## config.mk

```make
export PLATFORM = sky130hd
export DESIGN_NAME = vadd_pipe
export DESIGN_NICKNAME = d
export VERILOG_FILES = /design/src/rtl/vadd_pipe.sv
export SDC_FILE = /design/constraint.sdc
export NUM_CORES = 1
export LEC_CHECK = 0
export ABC_AREA = 1
export CORE_UTILIZATION = 30
export DETAILED_ROUTE_END_ITERATION = 10
export MAX_ROUTING_LAYER = met4
export PLACE_DENSITY_LB_ADDON = 0.08
export SYNTH_ARGS = -nofsm -noshare
export SYNTH_HDL_FRONTEND = slang
export SYNTH_SLANG_ARGS = --single-unit
export TNS_END_PERCENT = 1
```

## constraint.sdc

```tcl
create_clock -name clock -period 8.05 [get_ports clock]
set_input_delay 1.61 -clock clock [delete_from_list [all_inputs] [get_ports clock]]
set_output_delay 1.61 -clock clock [all_outputs]
set_load 0.02 [all_outputs]
```

## src/rtl/vadd_pipe.sv

```systemverilog
// vadd_pipe: pipelined N-lane signed vector adder with a valid/ready stream.
// Each lane can add with wrap, subtract with wrap, add with saturation, or
// accumulate into a per-lane register. The result of an accepted beat is
// computed on entry to stage 1. Later stages only delay {valid, y, ovf}.
// A global enable freezes every register in the block.
module vadd_pipe #(
  parameter int LANES  = 4,
  parameter int WIDTH  = 8,
  parameter int STAGES = 2
) (
  input  logic                   clock,
  input  logic                   reset,
  input  logic                   en,
  input  logic                   in_valid,
  output logic                   in_ready,
  input  logic [1:0]             mode,
  input  logic                   acc_clr,
  input  logic [LANES*WIDTH-1:0] a,
  input  logic [LANES*WIDTH-1:0] b,
  output logic                   out_valid,
  input  logic                   out_ready,
  output logic [LANES*WIDTH-1:0] y,
  output logic [LANES-1:0]       ovf
);

  typedef enum logic [1:0] {
    MODE_ADD = 2'b00,
    MODE_SUB = 2'b01,
    MODE_SAT = 2'b10,
    MODE_ACC = 2'b11
  } mode_t;

  localparam int VW = LANES * WIDTH;

  // Clamp limits for saturating add: most negative and most positive lane value.
  localparam logic [WIDTH-1:0] SAT_MIN = {1'b1, {(WIDTH-1){1'b0}}};
  localparam logic [WIDTH-1:0] SAT_MAX = {1'b0, {(WIDTH-1){1'b1}}};

  mode_t op;
  assign op = mode_t'(mode);

  // Handshake. The pipeline moves only as a whole. It stalls when the output
  // holds a beat the sink refuses, or when the block is disabled.
  logic advance;
  logic accept;
  logic acc_beat;

  assign advance  = en && (!out_valid || out_ready);
  assign in_ready = advance && reset;
  assign accept   = in_valid && in_ready;
  assign acc_beat = accept && (op == MODE_ACC);

  logic [VW-1:0]    comp_y;
  logic [LANES-1:0] comp_ovf;

  for (genvar i = 0; i < LANES; i++) begin : g_lane
    logic signed [WIDTH-1:0] lane_a;
    logic signed [WIDTH-1:0] lane_b;
    logic signed [WIDTH-1:0] acc_q;
    logic signed [WIDTH-1:0] acc_src;
    logic signed [WIDTH-1:0] lane_y;
    logic        [WIDTH:0]   raw;
    logic                    lane_ovf;

    assign lane_a = a[i*WIDTH +: WIDTH];
    assign lane_b = b[i*WIDTH +: WIDTH];

    // A clear in the same cycle as an accumulate beat makes that beat start from zero.
    assign acc_src = acc_clr ? '0 : acc_q;

    // Lane arithmetic at WIDTH+1 bits. Overflow shows as a disagreement
    // between the two top bits of the widened result.
    always_comb begin
      // NOTE: every output of a combinational block gets a default first, so
      // no path leaves it unassigned and no latch is inferred.
      raw      = '0;
      lane_y   = '0;
      lane_ovf = 1'b0;
      case (op)
        MODE_ADD, MODE_SAT: raw = {lane_a[WIDTH-1], lane_a} + {lane_b[WIDTH-1], lane_b};
        MODE_SUB:           raw = {lane_a[WIDTH-1], lane_a} - {lane_b[WIDTH-1], lane_b};
        MODE_ACC:           raw = {acc_src[WIDTH-1], acc_src} + {lane_a[WIDTH-1], lane_a};
        default:            raw = '0;
      endcase
      lane_ovf = raw[WIDTH] ^ raw[WIDTH-1];
      lane_y   = raw[WIDTH-1:0];
      if (op == MODE_SAT && lane_ovf) begin
        lane_y = raw[WIDTH] ? SAT_MIN : SAT_MAX;
      end
    end

    assign comp_y[i*WIDTH +: WIDTH] = lane_y;
    assign comp_ovf[i]              = lane_ovf;

    // Accumulator. It loads the result of accepted accumulate beats and honours a
    // standalone clear whenever the block is enabled.
    always_ff @(posedge clock) begin
      // NOTE: state registers use non-blocking assignments, so every flop
      // samples values from before the edge, whatever the statement order.
      if (!reset) begin
        acc_q <= '0;
      end else if (acc_beat) begin
        acc_q <= lane_y;
      end else if (en && acc_clr) begin
        acc_q <= '0;
      end
    end
  end

  // Pipeline stage storage. Index 0 is loaded at acceptance, index STAGES-1 drives the outputs.
  logic [STAGES-1:0] stg_valid;
  logic [VW-1:0]     stg_y   [STAGES];
  logic [LANES-1:0]  stg_ovf [STAGES];

  // Stage shift register. Bubbles move through the pipeline as zeros, and reset empties every stage.
  always_ff @(posedge clock) begin
    if (!reset) begin
      stg_valid <= '0;
      // NOTE: the stage arrays are reset element by element. In-flight data
      // must vanish on reset, and y must read 0 afterwards.
      for (int s = 0; s < STAGES; s++) begin
        stg_y[s]   <= '0;
        stg_ovf[s] <= '0;
      end
    end else if (advance) begin
      stg_valid[0] <= accept;
      stg_y[0]     <= accept ? comp_y : '0;
      stg_ovf[0]   <= accept ? comp_ovf : '0;
      for (int s = 1; s < STAGES; s++) begin
        stg_valid[s] <= stg_valid[s-1];
        stg_y[s]     <= stg_y[s-1];
        stg_ovf[s]   <= stg_ovf[s-1];
      end
    end
  end

  assign out_valid = stg_valid[STAGES-1];
  assign y         = stg_y[STAGES-1];
  assign ovf       = stg_ovf[STAGES-1];

endmodule

```

# After elaboration in Yosys (flattened, before gate mapping)
# Memories as Yosys holds them, arrays and structs flattened.
# Cells that the tools add are included.
# totals
romBits	0
mem_bits_rw	72
ff_bits	34
elab_cells	75
latchBits	0
input_bits	72
n_memories	2
# mem_list
memory	depth	word_bits	read_ports	rd_clocked_by_memory_dff	wr	line	text
stg_y	2	32	2	0	2	112	logic [VW-1:0] stg_y [STAGES];
stg_ovf	2	4	2	0	2	113	logic [LANES-1:0] stg_ovf [STAGES];
# op_classes
bitwise	8
n_eq_ne	3
n_addsub	12
div	0
n_lt_le_gt_ge	0
reduce_logical	14
n_mux	31
multipliers	0
shift	0
# ops
op	count
two-way mux 8 bit	17
case mux 9 bit (3 select lines)	4
two-way mux 32 bit	3
adder 8 x 8 -> 9 bit	8
subtractor 8 x 8 -> 9 bit	4
two-way mux 4 bit	3
logical AND 1 bit	9
equality test 2 bit, second input constant	2
two-way mux 1 bit	4
bitwise OR 1 bit	4
bitwise XOR 1 bit	4
equality test 2 x 1 -> 1 bit, second input constant	1
logical NOT 2 bit	1
nonzero test 2 bit	1
OR reduction 2 bit	1
logical NOT 1 bit	1
logical OR 1 bit	1

# Longest topological paths before layout
# Gate-level depths: netlist of the first run.
# depth
depth_word	8
depth_mapped	23
depth_no_buf	23

# Worst setup path after synthesis of the first run
# OpenSTA, ideal clock, no wires.
# synth_path
kind	input to register
start	input port mode[1]
end	memory stg_y[0][14] in the netlist's numbering (data pin)
path_buffers	2
cell_stages	18
slack_ns	3.707
arrival_time_ns	4.074
required_ns	7.780
path_cell_list	buf_2 -> nand2_1 -> clkbuf_1 -> inv_1 -> o21ai_0 -> ha_1 -> inv_1 -> fa_1 -> o21ai_1 -> nand2_1 -> nand3_1 -> inv_1 -> nand3_2 -> nand3_2 -> nand2_2 -> nand2_4 -> nand2_1 -> a21oi_1
# synth_lines
element	line	text
start: declaration	16	input logic [1:0] mode,
end: declaration	112	

# Final worst setup path of the first run
# layout_path
start	input port mode[0]
end	register g_lane[0].acc_q[2]
# layout_between
elab_chain_len	7
# layout_lines
element	line	text
equality test 2 bit or logical NOT 2 bit (tied branches)	79, 87	
OR reduction 2 bit	79	case (op)
case mux 9 bit (3 select lines)	79	
bitwise XOR 1 bit	85	lane_ovf = raw[WIDTH] ^ raw[WIDTH-1];
logical AND 1 bit	87	if (op == MODE_SAT && lane_ovf) begin
two-way mux 8 bit	87	
two-way mux 8 bit	102	end else if (acc_beat) begin
end signal: assignment	103	acc_q <= lane_y;
end: declaration	59	logic signed [WIDTH-1:0] acc_q;
# Several ways; a longest one is shown, not always the timed one.
# A chain may end at the register's enable or synchronous reset.

==> results of run 1 <==
[registers in the layout, indices dropped and copies added (netlist names)]
signal        flops
g_lane.acc_q     32
stg_valid         2
stg_y            64
stg_ovf           8
[area by class of cell]
| class | count | area [um^2] |
|---|---|---|
| Fill cell | 2567 | 15400 |
| Clock buffer | 10 | 229 |
| Clock inverter | 6 | 91.3 |
| Multi-Input combinational cell | 646 | 3670 |
| Tap cell | 324 | 405 |
| Inverter | 125 | 469 |
| Timing Repair Buffer | 116 | 1140 |
| Sequential cell | 106 | 2840 |
[metrics by stage]
step | std cells | instance area, um^2 | hold slack, ns
final | 1333 | 8850 | 0.473
after global routing | 1333 | 8850 | 0.482
after CTS | 1333 | 8850 | 0.473
after detailed placement | 1317 | 8530 | 0.462
after global placement | 1317 | 8530 | 0.457
after floorplan | 946 | 7390 | 0.444
[metal layers]
metal  share of wire  vias up  wire (um)
met4           0.012        0        234
met3           0.029       13        588
met5               0        -          0
met1            0.48     2852       9640
li1                -     3236          -
met2            0.48      111       9530
[cell usage in the layout, fill, tap and decap left out, types with 34 or more instances in the layout]
master,netlist,layout
inv_1,122,121
a21oi_1,115,114
edfxtp_1,72,72
dfxtp_1,34,34
nand3_1,48,48
nor2_1,80,78
ha_1,37,37
clkdlybuf4s50_1,0,109
nand2_1,203,202
[cell families after synthesis]
kind of cell	synth area share
adders and majority gates	0.0735
buffers and inverters	0.122
xor gates and xnor gates	0.0379
DFF	0.385
AOI/OAI and AO/OA	0.156
and+or+nand+nor	0.226
[final timing paths]
path	end	slack (ns)	from
min reg2reg	g_lane[2].acc_q[0]	0.47	g_lane[2].acc_q[0]
max reg2reg	g_lane[3].acc_q[0]	5.09	stg_valid[1]
max	g_lane[0].acc_q[2]	2.40	mode[0]
min	g_lane[2].acc_q[0]	0.47	g_lane[2].acc_q[0]
[tightest hold or removal path: stages (launching register included)]
cell and delay, ns:
dfxtp_1 0.32, nand2_1 0.06, a21oi_1 0.05
[power by group]
part	total [uW]	switching [uW]	internal, uW
sequential	625	9.36	616
clock	483	208	275
combinational	446	272	174
total	1550	490	1060
==> flow_metrics.py, run 1 <==
metrics = {
    "setup_path": {
        "cp_num_buf_inv": 3,
        "critical_path_depth": 14,
        "critical_path_arrival_ns": 5.93,
        "critical_path.cell_chain": "clkdlybuf4s50_1 -> nand2_1 -> clkinv_1 -> a211oi_1 -> ha_1 -> a21oi_1 -> o21ai_0 -> a21oi_1 -> inv_1 -> nand3_2 -> nand4_2 -> nand2_1 -> nand2_1 -> a21oi_2",
        "timing.setup.critical_path_class": "in -> reg",
        "timing.reg2reg.worst_path_depth": 9,
        "worst_path_max_delay_cell": "clkdlybuf4s50_1",
        "worst_setup_path_end_kind": "flip-flop",
        "cp-start-kind": "primary input",
        "worstPathMaxFanout": 15,
        "timing.critical_path.required_ns": 8.33,
        "critPathTopFamily": "buffers and inverters",
        "cp_common_cell": "nand2_1",
        "slowest_delay_ns": 0.84,
    },
    "sta": {
        "slew_at_the_pin_with_the_worst_max_slew_slack_ns": 1.08,
        "finalHoldViolCount": 0,
        "postLayoutSetupSlackWorst_ns": 2.40,
        "achievable-frequency_mhz": 177,
        "slew_headroom": 0.276,
        "fin_setup_tns_ns": 0,
        "number_of_pins_exceeding_their_max_slew_limit_in_the_final_report": 0,
        "timing.final.crit_share": 0.701,
        "final.setup_skew_ns": 0.00648,
        "grt_setup_unrepaired": "no",
        "period_minus_slack_ns": 5.65,
        "setup_violations": 0,
    },
    "yosys": {
        "synth-edff-count": 72,
        "syn-mean-instance-area_um2": 7.81,
        "commonest_cells_in_the_synthesized_netlist": "nand2_1, inv_1, a21oi_1, nor2_1, edfxtp_1",
        "synth_warnings": 0,
        "ys_async_sr_fraction": 0,
        "synth_seq_area_share": 0.385,
        "ys_top_cells_by_area": "edfxtp_1, nand2_1, dfxtp_1",
        "synthesis.area_um2": 7390,
        "post-synth-top-area-cell": "edfxtp_1",
        "synthesis.instances": 946,
        "ys_ff_latch": 106,
        "yosys_cell_types": 39,
        "net_count_after_synthesis": 1059,
        "count_leader_synth": "nand2_1",
        "dominantRegCellSynth": "edfxtp_1",
        "yosysTopAreaCellShare": 0.293,
    },
    "routing": {
        "avgRoutedWirePerCell_um": 15.0,
        "detailedRoute.firstPassIterationCount": 5,
        "post_drt_via_cell_ratio": 4.66,
        "drc_marker_count_from_the_first_detailed_route_iteration": 384,
        "wl_um": 20000,
        "drt.antenna.violating_nets": 0,
        "detail_route.drc_violations": 0,
        "num_vias": 6212,
    },
    "place": {
        "detailed_place_hpwl_um": 14600,
        "gpl.final_weighted_congestion": 0.826,
        "pre_cts_ws_ns": 2.05,
        "io_buffer_count": 109,
    },
    "clock_tree": {
        "clk_latency_ns": 0.35,
        "clkTransAtPathRegs_ns": 0.07,
        "number_of_setup_buffers_added_after_cts": 0,
        "htreeDepth": 3,
        "holdBufCountCts": 0,
        "clk_root_buffer_cell": "clkbuf_16",
        "tritoncts_clock_tree": "yes",
        "clockBufferDepth": 2,
        "cts_inserted_buffers": 9,
        "cts.sink_count": 106,
        "post_cts_resize_count": 0,
    },
    "floorplan": {
        "die_h_um": 159,
        "die_boundary_width_um": 159,
        "rows": 57,
        "die_area_um2": 25300,
        "core_area_um2": 24200,
        "design.portCount": 110,
        "start_util": 0.305,
    },
    "pwr": {
        "irDropWorstVdd_mv": 0.108,
        "pwr_density_cell_nw_per_um2": 176,
        "total_power_uw": 1550,
        "cellLeakagePower_uw": 0.00375,
    },
    "global_route": {
        "grt_antenna_before_repair": 0,
        "globalRouteMet2Util": 0.277,
        "grt_first_pass_wirelength_um": 32300,
        "globalRoute.busiestLayer": "met2",
        "globalRouteMet1Util": 0.214,
        "grt_met3_use": 0.0162,
        "global_route.overflow_total": 0,
        "first_global_vias": 6107,
        "maximum_number_of_pins_on_one_net_before_global_route_repair": 75,
        "grtUsageTotal": 0.167,
    },
    "layout": {
        "finalCoreUtilization": 0.365,
        "num_antenna_cells": 0,
        "layout-drive-gt1-share": 0.0753,
        "syn_to_final_growth_pct": 19.8,
        "final_nets": 1117,
    },
    "min_path": {
        "hold_wc_path_type": "reg -> reg",
        "holdPathStages": 2,
    },
    "run_status": {
        "outcome": "finished, final reports clean",
    },
    "job": {
        "max_cap_violations": 0,
    },
}
No activity file was read; power rests on OpenSTA's default activity.
==> inputs of run 2 (changes only) <==
==> constraint.sdc (replaced) <==
create_clock -name clock -period 4.6 [get_ports clock]
set_input_delay 0.92 -clock clock [delete_from_list [all_inputs] [get_ports clock]]
set_output_delay 0.92 -clock clock [all_outputs]
set_load 0.02 [all_outputs]
==> flow_metrics.py, run 2 (synthesis gave the netlist of run 1 again) <==
metrics = {
    "run_status": {
        "outcome": "finished, final reports clean",
    },
    "floorplan": {
        "start_util": 0.305,
        "core_area_um2": 24200,
        "design.portCount": 110,
        "die_h_um": 159,
        "die_boundary_width_um": 159,
        "die_area_um2": 25300,
        "rows": 57,
    },
    "routing": {
        "drc_marker_count_from_the_first_detailed_route_iteration": 340,
        "avgRoutedWirePerCell_um": 14.7,
        "detailedRoute.firstPassIterationCount": 4,
        "post_drt_via_cell_ratio": 4.61,
        "detail_route.drc_violations": 0,
        "wl_um": 20000,
        "drt.antenna.violating_nets": 0,
        "num_vias": 6232,
    },
    "global_route": {
        "global_route.overflow_total": 0,
        "first_global_vias": 6367,
        "grt_antenna_before_repair": 0,
        "grtUsageTotal": 0.167,
        "grt_first_pass_wirelength_um": 32600,
        "maximum_number_of_pins_on_one_net_before_global_route_repair": 75,
    },
    "sta": {
        "grt_setup_unrepaired": "no",
        "final.setup_skew_ns": 0.00746,
        "finalHoldViolCount": 0,
        "fin_setup_tns_ns": 0,
        "achievable-frequency_mhz": 247,
        "setup_violations": 0,
        "slew_headroom": 0.322,
        "period_minus_slack_ns": 4.04,
        "number_of_pins_exceeding_their_max_slew_limit_in_the_final_report": 0,
        "slew_at_the_pin_with_the_worst_max_slew_slack_ns": 1.02,
        "timing.final.crit_share": 0.879,
    },
    "place": {
        "detailed_place.area_um2": 8670,
        "gpl.final_weighted_congestion": 0.805,
        "detailed_place_hpwl_um": 15200,
        "io_buffer_count": 109,
        "placedCellCount": 1337,
    },
    "pwr": {
        "pwr_density_cell_nw_per_um2": 304,
        "irDropWorstVdd_mv": 0.190,
        "power_switching_share": 0.313,
        "total_power_uw": 2730,
        "power_frac_clock": 0.306,
        "gate_power_share": 0.292,
        "netSwitchingPower_uw": 855,
        "cellLeakagePower_uw": 0.00385,
        "seqPwrFrac": 0.401,
        "internal-power_uw": 1880,
    },
    "clock_tree": {
        "clk_latency_ns": 0.35,
        "cts.sink_count": 106,
        "post_cts_resize_count": 0,
        "clockBufferDepth": 2,
        "holdBufCountCts": 0,
        "cts_inserted_buffers": 9,
        "clkTransAtPathRegs_ns": 0.07,
        "htreeDepth": 3,
        "tritoncts_clock_tree": "yes",
        "clk_root_buffer_cell": "clkbuf_16",
        "number_of_setup_buffers_added_after_cts": 0,
    },
    "min_path": {
        "hold_wc_path_type": "reg -> reg",
        "holdPathStages": 2,
    },
    "setup_path": {
        "critical_path.cell_chain": "clkdlybuf4s50_1 -> inv_1 -> buf_4 -> nand3_1 -> o21ai_0 -> ha_1 -> inv_1 -> fa_1 -> o21ai_1 -> nand2_1 -> nand2_1 -> inv_1 -> nand3_1 -> nand3_1 -> nand2_2 -> nand2_4 -> nand2_1 -> a21oi_1",
        "critical_path_arrival_ns": 4.12,
        "worst_setup_path_end_kind": "flip-flop",
        "timing.reg2reg.worst_path_depth": 15,
        "worst_path_max_delay_cell": "clkdlybuf4s50_1",
        "slowest_delay_ns": 0.48,
        "worstPathMaxFanout": 17,
        "timing.critical_path.required_ns": 4.68,
        "timing.setup.critical_path_class": "in -> reg",
        "cp-start-kind": "primary input",
    },
    "layout": {
        "final_nets": 1137,
        "num_antenna_cells": 0,
        "final_cells": 1353,
        "filler_cells": 2571,
        "layout-drive-gt1-share": 0.0923,
        "syn_to_final_growth_pct": 21.7,
        "final_design_area_no_fill_um2": 8990,
        "top_regs": "stg_y: 64 flops, g_lane.acc_q: 32 flops, stg_ovf: 8 flops",
        "largest_register_ffs": 64,
        "mostFrequentLayoutCell": "nand2_1",
        "max_flop_register": "stg_y",
        "layout.cells.most_common_list": "nand2_1, inv_1, a21oi_1",
    },
    "job": {
        "max_cap_violations": 0,
    },
}
[run 2: path summary, 6_finish.rpt]
kind,end,start,slack [ns]
worst max-delay path,stg_y[0][30],acc_clr,0.56
worst min-delay path,g_lane[1].acc_q[7],g_lane[1].acc_q[7],0.47
worst max register to register,stg_y[0][18],g_lane[2].acc_q[7],1.78
worst min register to register,g_lane[1].acc_q[7],g_lane[1].acc_q[7],0.47
[run 2: area by class of cell]
type / instances / area [um^2] / area share
repair buffers: 136 / 1290 / 0.144
multi-input cells: 646 / 3660 / 0.407
flip-flops and latches: 106 / 2840 / 0.316
well taps: 324 / 405 / 0.0451
clock buffers: 9 / 225 / 0.0251
clock inverters: 7 / 91.3 / 0.0102
inverters: 125 / 469 / 0.0522
[run 2: layer usage]
metal,vias to the layer above,GRT usage,wire (um)
met5,-,-,0
met4,0,0.0450,265
met3,16,0.0157,444
met2,91,0.278,9410
met1,2864,0.216,9830
li1,3261,-,-
[run 2: power by group through the flow]
stage / clock network [uW] / registers [uW] / logic, uW
3_5_place_dp: 0 / 1120 / 804
5_1_grt: 893 / 1100 / 900
3_3_place_gp: 0 / 1120 / 807
4_1_cts: 858 / 1100 / 808
2_1_floorplan: 0 / 1110 / 561
6_report: 837 / 1100 / 798
[run 2: stage by stage]
| step | hold WS, ns | util | setup WS (ns) |
|---|---|---|---|
| 4_1_cts | 0.468 | 0.371 | 0.513 |
| 3_5_place_dp | 0.456 | 0.358 | 0.150 |
| 5_1_grt | 0.488 | 0.371 | 0.242 |
| 2_1_floorplan | 0.444 | - | 0.947 |
| 6_report | 0.468 | 0.371 | 0.559 |
| 3_3_place_gp | 0.455 | 0.358 | 0.172 |
[run 2: critical path, delay by kind of cell]
| family | cells | cell delay (ns) |
|---|---|---|
| AO/OA/AOI/OAI | 3 | 0.39 |
| adder cells (fa/ha/maj) | 2 | 0.64 |
| buffers and inverters | 5 | 1.31 |
| AND/OR/NAND/NOR | 8 | 0.85 |
==> inputs of run 3 (changes only) <==
--- a/config.mk
+++ b/config.mk
@@ -6,7 +6,7 @@
 export NUM_CORES = 1
 export LEC_CHECK = 0
 export ABC_AREA = 1
-export CORE_UTILIZATION = 30
+export CORE_UTILIZATION = 50
 export DETAILED_ROUTE_END_ITERATION = 10
 export MAX_ROUTING_LAYER = met4
 export PLACE_DENSITY_LB_ADDON = 0.08
==> flow_metrics.py, run 3 (synthesis gave the netlist of run 1 again) <==
metrics = {
    "clock_tree": {
        "clockBufferDepth": 2,
        "number_of_setup_buffers_added_after_cts": 0,
        "cts.sink_count": 106,
        "htreeDepth": 3,
        "tritoncts_clock_tree": "yes",
        "holdBufCountCts": 0,
        "post_cts_resize_count": 0,
        "clkTransAtPathRegs_ns": 0.07,
        "clk_root_buffer_cell": "clkbuf_16",
        "clk_latency_ns": 0.35,
        "cts_inserted_buffers": 9,
    },
    "place": {
        "io_buffer_count": 109,
        "gpl.final_weighted_congestion": 0.870,
        "placedCellCount": 1185,
        "detailed_place_hpwl_um": 12500,
        "pre_cts_ws_ns": 0.225,
    },
    "setup_path": {
        "worst_setup_path_end_kind": "flip-flop",
        "cp-start-kind": "primary input",
        "worstPathMaxFanout": 14,
        "cp_common_cell": "nand2_1",
        "timing.setup.critical_path_class": "in -> reg",
        "critical_path_arrival_ns": 4.23,
        "worst_path_max_delay_cell": "nor4_1",
        "timing.critical_path.required_ns": 4.77,
        "slowest_delay_ns": 0.49,
        "critical_path.cell_chain": "clkdlybuf4s50_1 -> nor4_1 -> nand2_1 -> xnor2_1 -> a211oi_1 -> ha_1 -> nand2_1 -> o21a_1 -> nand2_1 -> nand2_1 -> nand2_1 -> inv_1 -> nand4_1 -> a21oi_1",
        "timing.reg2reg.worst_path_depth": 12,
    },
    "layout": {
        "layout.cells.most_common_list": "nand2_1, inv_1, a21oi_1",
        "final_cells": 1201,
        "max_flop_register": "stg_y",
        "layout-drive-gt1-share": 0.0806,
        "mostFrequentLayoutCell": "nand2_1",
        "final_nets": 1125,
        "num_antenna_cells": 0,
        "syn_to_final_growth_pct": 17.8,
        "largest_register_ffs": 64,
        "top_regs": "stg_y: 64 flops, g_lane.acc_q: 32 flops, stg_ovf: 8 flops",
        "filler_cells": 1324,
    },
    "job": {
        "max_cap_violations": 0,
    },
    "pwr": {
        "pwr_density_cell_nw_per_um2": 304,
        "cellLeakagePower_uw": 0.00377,
        "irDropWorstVdd_mv": 0.204,
    },
    "sta": {
        "timing.final.crit_share": 0.882,
        "achievable-frequency_mhz": 247,
        "finalHoldViolCount": 0,
        "setup_violations": 0,
        "slew_headroom": 0.336,
        "slew_at_the_pin_with_the_worst_max_slew_slack_ns": 0.996,
        "final.setup_skew_ns": 0.0101,
        "postLayoutSetupSlackWorst_ns": 0.544,
        "grt_setup_unrepaired": "no",
        "number_of_pins_exceeding_their_max_slew_limit_in_the_final_report": 0,
        "period_minus_slack_ns": 4.06,
        "fin_setup_tns_ns": 0,
    },
    "run_status": {
        "outcome": "finished, final reports clean",
    },
    "global_route": {
        "grtUsageTotal": 0.242,
        "maximum_number_of_pins_on_one_net_before_global_route_repair": 75,
        "global_route.overflow_total": 0,
        "grt_antenna_before_repair": 0,
        "grt_first_pass_wirelength_um": 27400,
        "first_global_vias": 5662,
    },
    "min_path": {
        "holdPathStages": 2,
        "hold_wc_path_type": "reg -> reg",
    },
    "floorplan": {
        "die_h_um": 124,
        "die_boundary_width_um": 124,
        "rows": 44,
        "start_util": 0.510,
        "die_area_um2": 15300,
        "design.portCount": 110,
        "core_area_um2": 14500,
    },
    "routing": {
        "wl_um": 17200,
        "detailedRoute.firstPassIterationCount": 4,
        "num_vias": 6224,
        "avgRoutedWirePerCell_um": 14.3,
        "drt.antenna.violating_nets": 0,
        "drc_marker_count_from_the_first_detailed_route_iteration": 451,
        "detail_route.drc_violations": 0,
        "post_drt_via_cell_ratio": 5.18,
    },
}
[run 3: cell types whose count changed in the layout (fill, tap and decap cells not counted)]
cell,change
buf_4,-12
clkinv_2,-1
clkinv_4,+1
bufinv_16,-1
clkbuf_1,+2
clkinv_1,-1
[run 3: area by class of cell]
cell class                 count  area [um^2]  share of cell area
clock buffer                  11          233              0.0268
clock inverter                 5         61.3             0.00705
inverter                     125          469              0.0539
multi-input combinational    646         3660               0.421
sequential                   106         2840               0.327
tap                          184          230              0.0265
timing repair buffer         124         1200               0.138
[run 3: worst paths after layout]
kind                       from                 end  slack (ns)
min reg2reg  g_lane[2].acc_q[7]  g_lane[2].acc_q[7]        0.47
max                       b[19]        stg_y[0][18]        0.54
min          g_lane[2].acc_q[7]  g_lane[2].acc_q[7]        0.47
max reg2reg  g_lane[2].acc_q[1]        stg_y[0][18]        1.78
[run 3: critical path, delay by kind of cell]
family	cells	cell delay, ns
AOI/OAI and AO/OA	3	0.90
and+or+nand+nor	7	1.32
xor gates and xnor gates	1	0.15
buffers and inverters	2	0.59
adders and majority gates	1	0.35
[run 3: per-layer routing]
metal	track usage	part of all wire	vias to the layer above
met5	-	0	-
li1	-	-	3236
met1	0.331	0.49	2820
met4	0.0791	0.020	0
met2	0.374	0.45	148
met3	0.0277	0.045	20
[run 3: report_power, final]
group | internal [uW] | switching [uW] | leakage (uW)
Sequential | 1080 | 15.2 | 0.00107
Combinational | 308 | 464 | 0.00256
Clock | 427 | 353 | 0.000144
[run 3: per-stage QoR]
| stage | hold WS (ns) | cell area (um^2) | util | power [uW] |
|---|---|---|---|---|
| 2_1_floorplan | 0.444 | 7390 | - | 1670 |
| 3_3_place_gp | 0.455 | 8400 | 0.580 | 1880 |
| 3_5_place_dp | 0.462 | 8400 | 0.580 | 1880 |
| 4_1_cts | 0.471 | 8700 | 0.601 | 2650 |
| 5_1_grt | 0.486 | 8700 | 0.601 | 2790 |
| 6_report | 0.472 | 8700 | 0.601 | 2650 |
==> RTL edit, RTL diff (config.mk and constraints of run 3) <==
The parameter `WIDTH` goes from 8 to 12.
--- a/src/rtl/vadd_pipe.sv
+++ b/src/rtl/vadd_pipe.sv
@@ -7,3 +7,3 @@
   parameter int LANES  = 4,
-  parameter int WIDTH  = 8,
+  parameter int WIDTH  = 12,
   parameter int STAGES = 2
Ports: changed (resized a, b and y); port bits go from 110 to 158. The function was not compared with the original's and may differ.
==> RTL edit against run 3 <==
  * Setup slack lost 0.20 ns
  * Die area grew 43%
  * Sequential cell count grew 48
  * Synthesized area grew 44%
  * Fmax shrank 4.6%
  * Final area grew 50%
  * Routed wire length grew 60%
  * Total power grew 58%
  * Critical path type unchanged
==> RTL edit: results (changes against run 3) <==
Drt
  • Post-Route WL: 27.6 mm (+60%)
  • Post-DR vias/cell: 5.22 (+0.71%)
  • DR pass1 iterations: 5 (+1)
  • 1st-iter DRT viols: 591 (+31%)

Worst hold path
  • HP Class: register to register

STA
  • Slew @ Worst Pin: 0.937 ns (-0.0598 ns)
  • Final Skew: 0.00957 ns (-0.000485 ns)
  • WHS: 0.467 ns (-0.00419 ns)
  • Final WS setup: 0.349 ns (-0.195 ns)

Clocking
  • CTS max path bufs: 2 (unchanged)
  • Setup bufs post-CTS: 0 (unchanged)
  • CTS buffer count: 17 (+8)
  • Clock Latency Late Sink: 0.43 ns (+0.08 ns)
  • Worst-path clk slew: 0.07 ns (about the same)
  • H-tree depth: 4 (+1)
  • Root buf cell: clkbuf_16

Yosys
  • Commonest cells post-synth: 317 x nand2_1, 178 x a21oi_1, 168 x inv_1
  • Sequential fraction of the synthesis area: 38.7% (+0.26 points)
  • Post-Syn Nets: 1,559 (+47%)
  • Synth unique cells: 42 (+7.7%)
  • Synth top area cells: edfxtp_1 29%, nand2_1 11%, dfxtp_1 9.4%, a21oi_1 8.4%, ha_1 6.7%
  • Async set or reset register ratio after synthesis: 0% (unchanged)
  • Avg Inst Size Synth: 7.64 um2 (-2.2%)
  • Number of synthesized flops with an enable pin: 104 (+44%)
  • Most used DFF post-synth: edfxtp_1
  • Warnings from Yosys: 0 (unchanged)

Setup path
  • Slowest CP cell: clkdlybuf4s50_1
  • Worst Path Arrival: 4.53 ns (+0.30 ns)
  • Worst Path Max Fanout: 15 (+1)
  • CP peak stage delay: 0.43 ns (-0.06 ns)
  • Flop2flop setup slack: 1.72 ns (-0.06 ns)
  • CP top delay family: simple AND/OR/NAND/NOR gates

Layout
  • Fillers: 1,925 (+45%)
  • Ant diodes: 0 (unchanged)
  • Fraction of layout cells with a size suffix above 1: 8.37% (+0.30 points)
  • Largest registers: stg_y x96, g_lane.acc_q x48, stg_ovf x8
  • Non-Filler Instances: 1,817 (+51%)
  • Area growth from synthesis to layout: 22.9%
  • # nets final: 1,694 (+51%)

Global route
  • Vias in the first global route: 8,569 (+51%)
  • Total track usage: 26.1% (+1.9 points)
  • Largest net degree at the start of global routing: 54 (-28%)
  • Initial antenna violation count: 0 (unchanged)
  • First-pass GRT wire length: 43.3 mm (+58%)

Placed design
  • Place WS: -0.0346 ns (-0.260 ns)
  • Input/output buffers: 157 (+44%)
  • HPWL after DPL: 20.9 mm (+67%)
  • Placed inst area: 12,500 um2 (+49%)
  • RD Place Congestion: 0.938 (+7.8%)

Status
  • Status: completed

Power and ir drop
  • Peak supply drop: 0.220 mV (+7.8%)
  • Leak: 5.79 nW (+53%)
==> RTL edit: path summary, 6_finish.rpt <==
check	start	end	depth (start not counted)
worst max register to register	g_lane[2].acc_q[6]$_SDFFE_PN0P_	g_lane[2].acc_q[7]$_SDFFE_PN0P_	19
worst min register to register	g_lane[1].acc_q[5]$_SDFFE_PN0P_	g_lane[1].acc_q[5]$_SDFFE_PN0P_	2
worst max-delay path	b[37]	g_lane[3].acc_q[3]$_SDFFE_PN0P_	26
worst min-delay path	g_lane[1].acc_q[5]$_SDFFE_PN0P_	g_lane[1].acc_q[5]$_SDFFE_PN0P_	2
==> RTL edit: kinds of logic after synthesis <==
logic type	Yosys count	share of synthesized area [%]
AO/OA/AOI/OAI	271	14.0
XOR/XNOR	57	4.69
adder cells (fa/ha/maj)	61	7.45
buffers and inverters	280	12.3
flip-flops	154	38.7
AND/OR/NAND/NOR	571	22.7
==> RTL edit: cell type report <==
type | count | share of cell area, %
clock buffers | 18 | 3.28
clock inverters | 14 | 1.07
inverters | 174 | 4.99
multi-input cells | 960 | 40.1
flip-flops and latches | 154 | 31.5
well taps | 275 | 2.63
repair buffers | 222 | 16.4
==> RTL edit: report_power, final <==
group | switching (mW) | internal (mW) | total [mW]
combinational | 0.711 | 0.507 | 1.22
clock | 0.601 | 0.758 | 1.36
sequential | 0.0271 | 1.57 | 1.59
total | 1.34 | 2.83 | 4.17
==> RTL edit: routing by layer <==
metal | vias to the layer above | routed length, um | global-route usage [%]
li1 | 4852 | - | -
met1 | 4315 | 13100 | 35.1
met2 | 276 | 12600 | 41.2
met3 | 40 | 1390 | 3.36
met4 | 0 | 504 | 7.89
met5 | - | 0 | -
==> RTL edit: repair_timing <==
item	4_1_cts	5_1_grt
setup endpoints to repair	0	13
gates resized for setup	0	1
endpoints found under the hold margin	0	0
